<file path="src/rtl/scan_chain_ctrl_pkg.sv">
// Shared types and helpers for the scan chain controller.
// SCAN_PARITY_EN appends an even-parity bit to every shifted word.
package scan_ctrl_pkg;

  typedef enum logic [1:0] {
    IDLE   = 2'd0,
    SHIFT  = 2'd1,
    UPDATE = 2'd2,
    DONE   = 2'd3
  } state_t;

`ifdef SCAN_PARITY_EN
  localparam int PARITY_BITS = 1;
`else
  localparam int PARITY_BITS = 0;
`endif

  // Number of bits shifted per operation for a given data width.
  function automatic int shift_count(input int chain_len);
    return chain_len + PARITY_BITS;
  endfunction

  // Callers zero-extend narrower words; extra zeros do not change the result.
  function automatic logic even_parity(input logic [63:0] data);
    return ^data;
  endfunction

endpackage

</file>
<file path="src/rtl/scan_chain_ctrl_bit_counter.sv">
// Up-counter with synchronous load-zero that saturates at LIMIT and flags it.
module scan_bit_counter #(
  parameter int WIDTH = 4,
  parameter int LIMIT = 7
) (
  input  logic clock,
  input  logic clear,
  input  logic load_zero,
  input  logic enable,
  output logic at_limit
);

  logic [WIDTH-1:0] count;

  assign at_limit = (count == WIDTH'(LIMIT));

  always_ff @(posedge clock or negedge clear) begin
    if (!clear) begin
      count <= '0;
    end else if (load_zero) begin
      count <= '0;
    end else if (enable && !at_limit) begin
      count <= count + 1'b1;
    end
  end

endmodule

</file>
<file path="src/rtl/scan_chain_ctrl.sv">
// Loads a word into an external DFF chain LSB first while capturing the old contents.
// SCAN_PARITY_EN adds a parity cell to the chain and a parity_err output.
module scan_chain_ctrl
  import scan_ctrl_pkg::*;
#(
  parameter  int CHAIN_LEN = 8,
  localparam int CNT_W     = $clog2(CHAIN_LEN + 1)
) (
  input  logic                 clock,
  input  logic                 clear,
  input  logic                 start_valid,
  output logic                 start_ready,
  input  logic [CHAIN_LEN-1:0] load_data,
  output logic                 scan_out,
  input  logic                 scan_in,
  output logic                 shift_en,
  output logic                 update_pulse,
  output logic [CHAIN_LEN-1:0] cap_data,
  output logic                 done_valid,
  input  logic                 done_ready,
  output logic                 busy
`ifdef SCAN_PARITY_EN
  ,
  output logic                 parity_err
`endif
);

  localparam int SHIFT_LEN = shift_count(CHAIN_LEN);

  state_t               state, state_next;
  logic [SHIFT_LEN-1:0] sreg;
  logic [SHIFT_LEN-1:0] load_word;
  logic                 start_fire;
  logic                 last_shift;

  assign start_fire = start_valid && (state == IDLE);

`ifdef SCAN_PARITY_EN
  assign load_word = {even_parity(64'(load_data)), load_data};
`else
  assign load_word = load_data;
`endif

  scan_bit_counter #(
    .WIDTH(CNT_W),
    .LIMIT(SHIFT_LEN - 1)
  ) u_bit_counter (
    .clock    (clock),
    .clear    (clear),
    .load_zero(start_fire),
    .enable   (state == SHIFT),
    .at_limit (last_shift)
  );

  always_ff @(posedge clock or negedge clear) begin
    if (!clear) begin
      state <= IDLE;
    end else begin
      state <= state_next;
    end
  end

  always_comb begin
    state_next = state;
    unique case (state)
      IDLE:    if (start_fire) state_next = SHIFT;
      SHIFT:   if (last_shift) state_next = UPDATE;
      UPDATE:  state_next = DONE;
      DONE:    if (done_ready) state_next = IDLE;
      default: state_next = IDLE;
    endcase
  end

  // Captured bits enter at the MSB so the first one out of the chain ends up at bit 0.
  always_ff @(posedge clock or negedge clear) begin
    if (!clear) begin
      sreg <= '0;
    end else if (start_fire) begin
      sreg <= load_word;
    end else if (state == SHIFT) begin
      sreg <= {scan_in, sreg[SHIFT_LEN-1:1]};
    end
  end

  always_comb begin
    start_ready  = (state == IDLE);
    shift_en     = (state == SHIFT);
    update_pulse = (state == UPDATE);
    done_valid   = (state == DONE);
    busy         = (state != IDLE);
    scan_out     = (state == SHIFT) && sreg[0];
    cap_data     = sreg[CHAIN_LEN-1:0];
`ifdef SCAN_PARITY_EN
    parity_err   = (state == DONE) &&
                   (sreg[CHAIN_LEN] != even_parity(64'(sreg[CHAIN_LEN-1:0])));
`endif
  end

endmodule

</file>
<file path="config.mk">
export PLATFORM = sky130hd
export DESIGN_NAME = scan_chain_ctrl
export DESIGN_NICKNAME = d
export VERILOG_FILES = /design/src/rtl/scan_chain_ctrl_pkg.sv /design/src/rtl/scan_chain_ctrl_bit_counter.sv /design/src/rtl/scan_chain_ctrl.sv
export SDC_FILE = /design/constraint.sdc
export NUM_CORES = 1
export LEC_CHECK = 0
export CORE_UTILIZATION = 40
export DETAILED_ROUTE_END_ITERATION = 12
export DONT_BUFFER_PORTS = 1
export PLACE_DENSITY = 0.52
export SETUP_SLACK_MARGIN = 0.15
export SLEW_MARGIN = 15
export SYNTH_ARGS = -nofsm -noshare
export SYNTH_HDL_FRONTEND = slang
export SYNTH_SLANG_ARGS = --single-unit
</file>
<file path="constraint.sdc">
create_clock -name clock -period 1.7 [get_ports clock]
set_input_delay 0.51 -clock clock [delete_from_list [all_inputs] [get_ports clock]]
set_output_delay 0.51 -clock clock [all_outputs]
set_load 0.005 [all_outputs]
</file>
==> impl_results.md <==
- Run status: finished, final reports clean
- WP data required: around 1.2 ns
- Die Area: about 0.002 mm²
- Max incr delay on CP: 0.40 ns
- Flop pwr share: 0.370
- DP Area: 792 µm²
- Internal: 1.08 mW
- Remaining global-route overflow: 0
- Global-route wire length before repair: roughly 2300 µm
- Clock network power share: 0.136
- Ports: 27
- Main combinational cell family by area after synthesis: simple AND/OR/NAND/NOR gates
- Area share of the largest cell type after synthesis: 0.475
- Leakage Power: 0.405 nW
- Core Rows: 15
- Residual antenna-violating net count after detailed routing: 0
- Rel. slew slack: 0.575
- Cells after Synth: 74
- Clock period minus worst slack: 1.62 ns
- Most used flip-flop cell after synthesis: dfrtp_1
- VDD IR-drop max: ~960 µV
- Synth Area in XOR/XNOR: 0
- FILL cells: 172
- Fmax achieved: 0.616 GHz
- Final worst-path cycle share: 0.955
- GP Congestion: 0.688
- CP cell instances: inv_2 > ha_4 > and2_4
- Critical path type: reg -> out
- Unrepaired setup endpoints after global routing: true
- DIE WIDTH: 45.0 µm
- DP HPWL: 1030 µm
- Final #Nets: approximately 100
- FF+latch area: 352 µm²
- Remaining DRCs: 0
- Multiplexer share of the synthesized area: 0.137
- Share of cells above drive strength 1: 0.250
- Core ar.: ~0.0017 mm²
- H-tree depth: 1
- Slew Viols, Final: 0
- CP startpoint kind: register
- Final setup fails: 0
- Slew @ Worst Pin: 0.636 ns
- Worst setup EP type: primary output
- Worst Hold Class: in -> reg
- Drt pass-1 iters: 4
- Detail-routed net length per standard cell: 13.2 µm
- Final WL: 1440 µm
- Ranking of synthesized cells by area: dfrtp_1 (47%), mux2i_1 (12%), ha_1 (8.5%), a21oi_1 (7.5%), nor2_1 (4.6%)
- Simple-gate share of the synthesized area: 0.154
- Number of synthesized register bits: 14
- Pin count of the biggest net entering global routing: 18
- Clock Sinks: 14
- Max clock buf depth: 2
- Synthesis Warnings: 0
- Fin Clk Skew: 0.00159 ns
- Post-synth top area cell: dfrtp_1
- Syn_area_per_cell: 9.98 µm²
- Comb power frac: 0.494
- PortBufs: 0
- Top cells by count, synth: dfrtp_1 (14), a21oi_1 (11), mux2i_1 (9), nor2_1 (9), inv_1 (6)
- Clock-pin slew on the worst setup and hold paths: roughly 0.08 ns
- Final Util: 0.528
- ANT cells: 0
- Via Count: 565
- Area occupied by multi-input gates: slightly below 400 µm²
- CP max-delay cell: dfrtp_1
- Switching Fraction: 0.382
- Final hold slack: 0.383 ns
- Net Switching: about 0.67 mW
- Gr usage total: 0.159
- Root Buffer: clkbuf_4
- Fin area: around 900 µm²
- FFs w/ async S/R, synth: 1.00
- Latest clock arrival within the worst-skew pair: 0.28 ns
- CP max FO: 8
- Mapped cell area: 738 µm²
- Initial Util: 0.428
- Post-synthesis cell type count: 21
- Count leader, synth: dfrtp_1
- Vias in the first global route: 477
- CTS tree: done
- Synthesized-area fraction occupied by adder cells: 0.0847
- Post-synth EDFFs: 0
- Hold Vio Cnt, Final: 0
- Compound-Gate Fraction of Synth Area: 0.102
- Vias per cell: 5.18
- Initial antenna violation count: 0
- Maxcap violations: 0
- Synthesized Nets: a little over 90
- Crit path DAT: roughly 1.1 ns
- Vert. Die Dim: 45.0 µm
- Num CTS Buffers: 3
- P&R area growth vs syn: 23.4%
- DR iter-0 viols: 8
- Pwr dens: 1920 mW/mm²
- Sequential-to-total area share from yosys stat: 0.475
## layout by cell type, fill, tap and decap left out, types with 2 or more instances in the layout
| cell type | n |
|---|---|
| a21oi_1 | 11 |
| inv_2 | 3 |
| clkbuf_4 | 3 |
| mux2i_1 | 9 |
| o21ai_0 | 2 |
| nand2_1 | 2 |
| dfrtp_1 | 13 |
| buf_4 | 7 |
| inv_1 | 3 |
| ha_4 | 3 |
| nor2_1 | 9 |
| nand3_1 | 2 |
## timing repair
action,CTS,global route
buffers inserted,2,2
hold buffers,1,0
pin swaps,0,2
resized for setup,5,6
hold endpoints to repair,14,0
endpoints found under the setup margin,5,9
## critical path: cells and delay by family (launching register included)
kind,cells,cell delay (ns)
fa+ha+maj,1,0.19
flops,1,0.40
simple gates,1,0.15
buf+inv,1,0.09
## layout make-up
type | instances | area share
clock buffers | 4 | 0.0398
inverters | 6 | 0.0247
multi-input cells | 51 | 0.434
flip-flops and latches | 14 | 0.386
well taps | 25 | 0.0343
repair buffers | 9 | 0.0810
## metal layers
layer,routed length [µm],vias up,track usage
met3,92,5,0.0520
met4,19,0,0.0727
met1,619,269,0.199
li1,-,277,-
met5,0,-,0
met2,712,14,0.249
## power groups by stage
stage / Combinational, mW / Clock [mW] / Sequential, mW
after floorplan: 0.574 / 0 / 0.613
after global placement: 0.677 / 0 / 0.648
after detailed placement: 0.694 / 0 / 0.650
after CTS: 0.795 / 0.249 / 0.649
after global routing: 0.963 / 0.265 / 0.672
final: 0.864 / 0.237 / 0.648
## through the flow
step / TNS [ns] / setup WS [ns] / cells / total power, mW
final: 0 / 0.0772 / 109 / 1.75
after global routing: -0.00480 / -0.00480 / 109 / 1.90
after CTS: 0 / 0.0720 / 107 / 1.69
after detailed placement: 0 / 0.139 / 100 / 1.34
after global placement: 0 / 0.150 / 100 / 1.33
after floorplan: 0 / 0.134 / 74 / 1.19
## state kept, by name (all words and copies together), names as in the netlist
signal,flops
cap_data,8
state,2
u_bit_counter.count,4
## final timing paths
kind | from | slack, ns | to | cells past startpoint
worst max register to register | state[1] | 0.09 | state[1] | 5
max in group asynchronous | clear | 0.57 | state[0] | 1
worst min register to register | u_bit_counter.count[3] | 0.55 | u_bit_counter.count[3] | 2
worst max-delay path | state[1] | 0.08 | scan_out | 3
min in group asynchronous | clear | 0.69 | u_bit_counter.count[2] | 1
worst min-delay path | load_data[5] | 0.38 | cap_data[5] | 2
## logic make-up after synthesis
logic type               Yosys count
AO/OA/AOI/OAI                     14
AND/OR/NAND/NOR                   22
buffers and inverters              9
flip-flops                        14
multiplexers                      10
adder cells (fa/ha/maj)            5
Power figures use the tool's default switching activity.
